**config.mk**
```make
export PLATFORM = sky130hd
export DESIGN_NAME = fp_add_seq
export DESIGN_NICKNAME = d
export VERILOG_FILES = /design/src/rtl/fp_add_pkg.sv /design/src/rtl/fp_align_shift.sv /design/src/rtl/fp_add_seq.sv
export SDC_FILE = /design/constraint.sdc
export NUM_CORES = 1
export LEC_CHECK = 0
export ABC_CLOCK_PERIOD_IN_PS = 3700
export BUFFER_PORTS_ARGS = -buffer_cell sky130_fd_sc_hd__buf_2
export CORE_MARGIN = 3
export CORE_UTILIZATION = 55
export CTS_BUF_LIST = sky130_fd_sc_hd__clkbuf_16
export DETAILED_ROUTE_END_ITERATION = 12
export GPL_TIMING_DRIVEN = 0
export PLACE_DENSITY = 0.8
export SYNTH_ARGS = -nofsm -noshare
export SYNTH_HDL_FRONTEND = slang
export SYNTH_HIERARCHICAL = 1
export SYNTH_SLANG_ARGS = --single-unit
```
**constraint.sdc**
```tcl
create_clock -name clk -period 3.7 [get_ports clk]
set_clock_uncertainty 0.2 [all_clocks]
set_input_delay 0.555 -clock clk [delete_from_list [all_inputs] [get_ports clk]]
set_output_delay 0.555 -clock clk [all_outputs]
set_load 0.005 [all_outputs]
```
**src/rtl/fp_add_pkg.sv**
```systemverilog
// Shared types and default sizes for the sequential floating-point adder.
package fp_add_pkg;

  localparam int unsigned EXP_W_DEF  = 8;
  localparam int unsigned FRAC_W_DEF = 23;
  // Extended mantissa: hidden bit + fraction + guard/round/sticky
  localparam int unsigned MW_DEF     = FRAC_W_DEF + 4;
  // Largest alignment distance carried through; anything beyond collapses to sticky
  localparam int unsigned SHIFT_SAT  = 63;

  typedef enum logic [2:0] {
    ST_IDLE,
    ST_ALIGN,
    ST_ADD,
    ST_NORM,
    ST_DONE
  } state_e;

endpackage

```
**src/rtl/fp_align_shift.sv**
```systemverilog
// Right shifter for mantissa alignment; reports OR of all bits shifted out.
module fp_align_shift
  import fp_add_pkg::*;
#(
  parameter int unsigned MW = MW_DEF
) (
  input  logic [MW-1:0] data_i,
  input  logic [5:0]    amt_i,
  output logic [MW-1:0] data_o,
  output logic          sticky_o
);

  // Shifts of MW or more flush the value entirely into sticky
  always_comb begin
    data_o   = '0;
    sticky_o = |data_i;
    if (32'(amt_i) < MW) begin
      data_o   = data_i >> amt_i;
      sticky_o = |(data_i & ~({MW{1'b1}} << amt_i));
    end
  end

endmodule

```
**src/rtl/fp_add_seq.sv**
```systemverilog
// Multi-cycle floating-point adder: unpack, align, add, normalise one step per cycle.
// Optional feature macro: FP_ADD_SEQ_ZERO_BYPASS_EN (zero operand short-cut).
module fp_add_seq
  import fp_add_pkg::*;
#(
  parameter int unsigned EXP_W  = EXP_W_DEF,
  parameter int unsigned FRAC_W = FRAC_W_DEF
) (
  input  logic                    clk,
  input  logic                    rst_n,
  input  logic [EXP_W+FRAC_W:0]   in_a,
  input  logic [EXP_W+FRAC_W:0]   in_b,
  input  logic                    in_valid,
  output logic                    in_ready,
  output logic                    out_valid,
  input  logic                    out_ready,
  output logic                    out_sign,
  output logic [EXP_W-1:0]        out_exp,
  output logic [FRAC_W+3:0]       out_mant,
  output logic                    out_ovf,
  output logic                    busy
);

  localparam int unsigned MW = FRAC_W + 4;

  state_e            state_q, state_d;
  logic [MW-1:0]     big_q, big_d, small_q, small_d;
  logic [5:0]        diff_q, diff_d;
  logic [EXP_W-1:0]  exp_q, exp_d;
  logic              sign_q, sign_d, sub_q, sub_d, zsign_q, zsign_d, byp_q, byp_d;
  logic [MW:0]       sum_q, sum_d;
  logic              ovf_q, in_ready_q, out_valid_q, busy_q;

  logic              sa, sb, a_big, sh_sticky;
  logic [EXP_W-1:0]  ea, eb, eff_a, eff_b, diff_full;
  logic [FRAC_W-1:0] fa, fb;
  logic [MW-1:0]     mant_a, mant_b, sh_data;
  logic [5:0]        diff_sat;
`ifdef FP_ADD_SEQ_ZERO_BYPASS_EN
  logic              zero_a, zero_b;
`endif

  // Operand unpack, magnitude compare and saturated exponent difference
  always_comb begin
    {sa, ea, fa} = in_a;
    {sb, eb, fb} = in_b;
    mant_a    = {(ea != '0), fa, 3'b000};
    mant_b    = {(eb != '0), fb, 3'b000};
    eff_a     = (ea == '0) ? EXP_W'(1) : ea;
    eff_b     = (eb == '0) ? EXP_W'(1) : eb;
    a_big     = (ea > eb) || ((ea == eb) && (fa >= fb));
    diff_full = a_big ? (eff_a - eff_b) : (eff_b - eff_a);
    diff_sat  = (32'(diff_full) > SHIFT_SAT) ? 6'(SHIFT_SAT) : 6'(diff_full);
  end

`ifdef FP_ADD_SEQ_ZERO_BYPASS_EN
  assign zero_a = (ea == '0) && (fa == '0);
  assign zero_b = (eb == '0) && (fb == '0);
`endif

  fp_align_shift #(.MW(MW)) u_align (
    .data_i   (small_q),
    .amt_i    (diff_q),
    .data_o   (sh_data),
    .sticky_o (sh_sticky)
  );

  // Next-state and datapath update for each FSM phase
  always_comb begin
    state_d = state_q;
    big_d   = big_q;
    small_d = small_q;
    diff_d  = diff_q;
    exp_d   = exp_q;
    sign_d  = sign_q;
    sub_d   = sub_q;
    zsign_d = zsign_q;
    sum_d   = sum_q;
    byp_d   = byp_q;
    unique case (state_q)
      ST_IDLE: begin
        if (in_valid) begin
          state_d = ST_ALIGN;
          byp_d   = 1'b0;
          sub_d   = sa ^ sb;
          zsign_d = sa & sb;
          diff_d  = diff_sat;
          if (a_big) begin
            big_d = mant_a; small_d = mant_b; exp_d = eff_a; sign_d = sa;
          end else begin
            big_d = mant_b; small_d = mant_a; exp_d = eff_b; sign_d = sb;
          end
`ifdef FP_ADD_SEQ_ZERO_BYPASS_EN
          // Zero operand: result is the other operand, ALIGN only passes through
          if (zero_a) begin
            byp_d  = 1'b1;
            sum_d  = {1'b0, mant_b};
            exp_d  = eb;
            sign_d = zero_b ? (sa & sb) : sb;
          end else if (zero_b) begin
            byp_d  = 1'b1;
            sum_d  = {1'b0, mant_a};
            exp_d  = ea;
            sign_d = sa;
          end
`endif
        end
      end
      ST_ALIGN: begin
        if (byp_q) begin
          state_d = ST_DONE;
        end else begin
          small_d = {sh_data[MW-1:1], sh_data[0] | sh_sticky};
          state_d = ST_ADD;
        end
      end
      ST_ADD: begin
        sum_d   = sub_q ? ({1'b0, big_q} - {1'b0, small_q})
                        : ({1'b0, big_q} + {1'b0, small_q});
        state_d = ST_NORM;
      end
      ST_NORM: begin
        if (sum_q[MW]) begin
          sum_d   = {1'b0, sum_q[MW:2], sum_q[1] | sum_q[0]};
          exp_d   = exp_q + EXP_W'(1);
          state_d = ST_DONE;
        end else if (sum_q == '0) begin
          exp_d   = '0;
          sign_d  = zsign_q;
          state_d = ST_DONE;
        end else if (sum_q[MW-1]) begin
          state_d = ST_DONE;
        end else if (exp_q <= EXP_W'(1)) begin
          exp_d   = '0;
          state_d = ST_DONE;
        end else begin
          sum_d = sum_q << 1;
          exp_d = exp_q - EXP_W'(1);
        end
      end
      ST_DONE: begin
        if (out_ready) state_d = ST_IDLE;
      end
      default: state_d = ST_IDLE;
    endcase
  end

  // State, datapath and registered handshake/status outputs
  always_ff @(posedge clk or negedge rst_n) begin
    if (!rst_n) begin
      state_q     <= ST_IDLE;
      big_q       <= '0;
      small_q     <= '0;
      diff_q      <= '0;
      exp_q       <= '0;
      sign_q      <= 1'b0;
      sub_q       <= 1'b0;
      zsign_q     <= 1'b0;
      sum_q       <= '0;
      byp_q       <= 1'b0;
      ovf_q       <= 1'b0;
      in_ready_q  <= 1'b1;
      out_valid_q <= 1'b0;
      busy_q      <= 1'b0;
    end else begin
      state_q     <= state_d;
      big_q       <= big_d;
      small_q     <= small_d;
      diff_q      <= diff_d;
      exp_q       <= exp_d;
      sign_q      <= sign_d;
      sub_q       <= sub_d;
      zsign_q     <= zsign_d;
      sum_q       <= sum_d;
      byp_q       <= byp_d;
      ovf_q       <= &exp_d;
      in_ready_q  <= (state_d == ST_IDLE);
      out_valid_q <= (state_d == ST_DONE);
      busy_q      <= (state_d != ST_IDLE);
    end
  end

  assign in_ready  = in_ready_q;
  assign out_valid = out_valid_q;
  assign busy      = busy_q;
  assign out_sign  = sign_q;
  assign out_exp   = exp_q;
  assign out_mant  = sum_q[MW-1:0];
  assign out_ovf   = ovf_q;

endmodule

```
== Yosys cells after proc, flatten, opt, wreduce, memory -nomap -nowiden ==
Index checks and enable logic that the tools add are counted.
Operators by class
  bitwise operators: 6
  magnitude comparators: 5
  reductions and logical operators: 21
  shift operators: 2
  $add $sub $neg: 6
  equal/unequal tests: 12
  mux-type cells: 35
Operator list (count)
  2-to-1 mux 27 bit: 8
  2-to-1 mux 8 bit: 9
  case mux 28 bit (2 select lines): 1
  case mux 27 bit (2 select lines): 1
  OR reduction 27 bit: 2
  adder 27 x 27 -> 28 bit: 1
  zero test 28 bit: 1
  2-to-1 mux 28 bit: 1
  subtractor 27 x 27 -> 28 bit: 1
  AND 27 bit: 1
  NOT 27 bit: 1
  left shift 27 x 6 -> 27 bit (first input constant): 1
  >> shifter 27 x 6 -> 27 bit: 1
  >= comparator 23 bit: 1
  2-to-1 mux 3 bit: 6
  zero test 8 bit: 2
  case mux 8 bit (2 select lines): 1
  nonzero test 8 bit: 2
  subtractor 8 bit: 2
  case mux 3 bit (5 select lines): 1
  inequality test 3 bit (second input constant): 3
  adder 8 x 1 -> 8 bit (second input constant): 1
  equality test 8 bit: 1
  greater-than comparator 8 x 6 -> 1 bit (second input constant): 1
  other kinds (22): 37
Word-level totals
  register bits: 106
  input port bits: 68
  word-level logic and storage cells: 102
  output and inout bits: 40

== Logic depth before layout (Yosys ltp) ==
  word-level depth: 7
  gate-level depth with buffers: 18
  mapped depth without buffers: 17

== Modules after synthesis ==
The synthesis kept the hierarchy.
Modules (own cells, without submodules)
  fp_add_seq: times used 1, sequential area each 2578.7 um2, cells each 1090, area each 8933.6 um2
  fp_align_shift: times used 1, sequential area each 0.0 um2, cells each 233, area each 1719.1 um2

== Worst setup path before layout ==
No wires, ideal clock.
  kind: register to register
  start: register small_q[0]
  end: register sum_q[26]
  slack: -0.173 ns
  stages on the path, launching flop included: 19
  arrival time: 3.572 ns
  buffers on the path: 1
  clock period less this slack: 3.873 ns
  setup time: 0.101 ns
  data required time: 3.399 ns
  cells stage by stage: dfrtp_1 clkbuf_1 inv_1 ha_1 nand2_1 nor2_1 and2_1 a31oi_1 xnor2_1 ha_1 o21a_1 o211a_1 a221o_1 a21o_1 a311oi_1 o41ai_1 xor2_1 nor2_1 o32ai_1
On the way
  cells in the longest elaborated chain, start to end: 3
  elaborated cells on any way between the ends: 4
  those cells by class: 2 x add/sub; 2 x mux
Ends and longest elaborated chain
  from (decl): line fp_add_seq.sv:27  | logic [MW-1:0] big_q, big_d, small_q, small_d;
  from (signal assigned): line fp_add_seq.sv:168  | small_q <= small_d;
  adder 27 x 27 -> 28 bit / subtractor 27 x 27 -> 28 bit (equally long branches): line fp_add_seq.sv:119, fp_add_seq.sv:118
  2-to-1 mux 28 bit (*): line fp_add_seq.sv:118  | sum_d = sub_q ? ({1'b0, big_q} - {1'b0, small_q})
  case mux 28 bit (2 select lines) (*): line fp_add_seq.sv:80  | unique case (state_q)
  to (signal assigned): line fp_add_seq.sv:174  | sum_q <= sum_d;
  to (decl): line fp_add_seq.sv:31  | logic [MW:0] sum_q, sum_d;
Every way passes the cells marked *; elsewhere a longest branch is shown, timed or not.
A chain may end at the register's enable or synchronous reset.

== Final worst setup path ==
  start: register small_q[0]
  end: register sum_q[20]
The elaborated chain is that of the path after synthesis.

==> summary.md <==
| Metric | Value |
|---|---|
| Status | `complete, but fails checks` |
| Violated checks | `negative setup slack` |
| Sw frac | `0.512` |
| Dominant cells by area after synthesis | `dfrtp_1, ha_1, a21oi_1` |
| Worst slew pin tran | `1.12 ns` |
| Max clock buf depth | `2` |
| Iter 0 DRT Violations | `1613` |
| Int Power | `6400 uW` |
| NetSw | `6720 uW` |
| Routed wire length per instance | `20.9 um` |
| WP data arrival | `3.85 ns` |
| Die width | `145 um` |
| Max cap viols | `0` |
| Final setup fails | `6` |
| Initial antenna violation count | `0` |
| Fin worst setup slack | `-0.107 ns` |
| CTS Buf Count | `9` |
| Seq/Total Area, Yosys | `0.242` |
| I/O Pins | `108` |
| Leading area contributor after synthesis | `dfrtp_1` |
| Max Freq | `263 MHz` |
| Clk pin slew, worst setup/hold paths | `0.08 ns` |
| Final hold violations | `0` |
| Number of diodes | `0` |
| Clk sinks | `103` |
| Unrepaired setup endpoints after global routing | `true` |
| Post-layout instance count excluding filler cells | `1748` |
| Slew Viols, Final | `0` |
| Root Buffer | `clkbuf_16` |
| Post-Syn Nets | `1468` |
| Setup TNS Final | `-0.442 ns` |
| Worst endpoint required time | `3.74 ns` |
| EDFF count, synth | `0` |
| TritonCTS clock tree | `done` |
| Port Buffers | `107` |
| Register bit total from synthesis | `103` |
| Die area | `21100 um2` |
| Final nets | `1628` |
| Hold Crit Class | `input port to asynchronous set/reset pin` |
| Part of the power in registers | `0.190` |
| Initial Util | `0.564` |
| Buf/Inv on CP | `3` |
| Top post-synthesis cells by count | `nand2_1, a21oi_1, o21ai_0` |
| Crit-path max FO | `5` |
| Most frequent cell after synthesis | `nand2_1` |
| Global-route wire length before repair | `56.2 mm` |
| CP Cell Sequence | `inv_4, ha_4, nand2_4, nor2_4, and2_4, a31oi_4, xnor2_1, ha_2, o21a_1, o211a_1, a221o_1, a21o_1, buf_4, buf_4, a21o_1, a21oi_2, xor2_1, o21ai_1` |
| Worst skew pair latency | `0.36 ns` |
| Post-DRT Antenna Nets | `0` |
| CP delay by family, top | `compound AO/OA/AOI/OAI gates` |
| Avg Synthesized Cell Area | `8.05 um2` |
| Max VDD drop | `0.511 mV` |
| Share of layout cells above drive strength 1 | `0.220` |
| Slew margin rel. | `0.246` |
| Combinational share of power | `0.740` |
| H-tree depth | `3` |
| Synth Cell Area | `10700 um2` |
| Rows | `50` |
| Kind of critical path | `register to register` |
| Synth Instances | `1323` |
| Period utilization | `1.03` |
| Clock share of power | `0.070` |
| Yosys top cell area share | `0.240` |
| CP endpoint kind | `register` |
| Routed vias/inst | `6.51` |
| Ys async rst share | `1.00` |
| Pleak | `0.00565 uW` |
| DRC | `0` |
| Crit path time final | `3.81 ns` |
| Grt total ovfl | `0` |
| Die height | `145 um` |
| All-Layer GR Usage | `0.328` |
| Yosys Warn Count | `6` |
| CP max-delay cell | `dfrtp_2` |
| Critical path launch point type | `register` |
| Vias in the first global route | `10489` |
| Drt pass-1 iters | `8` |
| Largest net degree at the start of global routing | `62` |
| Ys flop type | `dfrtp_1` |
| Placed Cells | `1691` |
| Pwr dens | `1050 nW/um2` |
| RePlAce Congestion | `0.978` |
| Core Area | `18900 um2` |
| DR vias | `11376` |
| Yosys cell types | `88` |
| Post-DP HPWL | `26.9 mm` |
| Fillers | `1639` |
| Crit-path max cell delay | `0.44 ns` |
| Drt total wl | `36.6 mm` |
| Area grow syn2layout | `17.3%` |
layout by cell type, fill, tap and decap left out, drive strengths merged, types with 11 or more instances in the layout:
master and count:
nor2 113, a21oi 123, o31ai 12, a31oi 16
a21o 22, mux2i 51, clkbuf 61, a22oi 29
dfrtp 102, o22ai 13, xnor2 40, nand2 124
a211oi 18, nor3 23, nand4 14, nor2b 12
mux4 19, nor4 21, o21ai 115, buf 213
xor2 14, ha 75, nand3 11, inv 77
final cells by class:
type / instances / area [um2] / area share
Tap cell: 260 / 325 / 0.0260
Clock buffer: 9 / 225 / 0.0180
Multi-Input combinational cell: 1030 / 7520 / 0.602
Buffer: 114 / 609 / 0.0488
Inverter: 74 / 280 / 0.0224
Timing Repair Buffer: 151 / 892 / 0.0714
Clock inverter: 7 / 48.8 / 0.00390
Sequential cell: 103 / 2600 / 0.208
power by group through the flow:
stage | Clock, uW | Combinational, uW | Sequential (uW)
after floorplan | 0 | 6320 | 2130
after global placement | 0 | 7980 | 2470
after detailed placement | 0 | 8140 | 2480
after CTS | 919 | 8810 | 2440
after global routing | 963 | 10500 | 2540
final | 915 | 9710 | 2500
metrics by stage:
step / setup WS (ns) / util / hold slack, ns / instance area [um2] / power [uW]
after floorplan: 0.0208 / - / 0.0594 / 10700 / 8450
after CTS: 0.00628 / 0.646 / 0.0292 / 12200 / 12200
after global placement: -0.511 / 0.611 / 0.262 / 11500 / 10500
after detailed placement: -0.728 / 0.613 / 0.271 / 11600 / 10600
final: -0.107 / 0.661 / 0.00710 / 12500 / 13100
after global routing: -0.239 / 0.661 / 0.0590 / 12500 / 14000
worst reg2reg max path: stages, from the launching register on:
cell and delay [ns]:
dfrtp_2 0.44, inv_4 0.08, ha_4 0.17, nand2_4 0.06, nor2_4 0.12, and2_4 0.19
a31oi_4 0.09, xnor2_1 0.21, ha_2 0.32, o21a_1 0.18, o211a_1 0.21, a221o_1 0.35
a21o_1 0.18, buf_4 0.13, buf_4 0.13, a21o_1 0.18, a21oi_2 0.14, xor2_1 0.21
o21ai_1 0.10
state kept, by name, summed over array words and instances, names as in the netlist:
| signal | cells |
|---|---|
| busy | 1 |
| small_q | 27 |
| zsign_q | 1 |
| in_ready | 1 |
| out_valid | 1 |
| sum_q | 28 |
| out_ovf | 1 |
| sub_q | 1 |
| diff_q | 6 |
| out_exp | 8 |
| big_q | 24 |
| state_q | 3 |
| out_sign | 1 |
per-layer routing:
metal	GRT usage	up-vias	part of all wire
li1	-	5155	-
met1	0.437	5370	0.39
met2	0.535	710	0.46
met3	0.0631	141	0.10
met4	0.120	0	0.042
met5	0	-	0
final timing paths:
| kind | from | to | slack (ns) | cells after the start |
|---|---|---|---|---|
| max in group asynchronous | rst_n | big_q[23] | 2.59 | 2 |
| setup / recovery | small_q[0] | sum_q[20] | -0.11 | 18 |
| hold reg to reg | zsign_q | zsign_q | 0.29 | 2 |
| hold / removal | rst_n | small_q[0] | 0.007 | 1 |
| setup reg to reg | small_q[0] | sum_q[20] | -0.11 | 18 |
| min in group clk | zsign_q | zsign_q | 0.29 | 2 |
cells by family after synthesis:
logic type,synth area share
muxes,0.100
xor gates and xnor gates,0.0444
buffers and inverters,0.0834
AOI/OAI and AO/OA,0.266
adders and majority gates,0.0948
DFF,0.242
and+or+nand+nor,0.170
timing repair:
item	in CTS	in global routing
hold buffers	0	0
pin swaps	23	35
gates resized for setup	46	37
setup buffers	25	18
endpoints found under the setup margin	16	13
No activity file was read; power rests on OpenSTA's default activity.
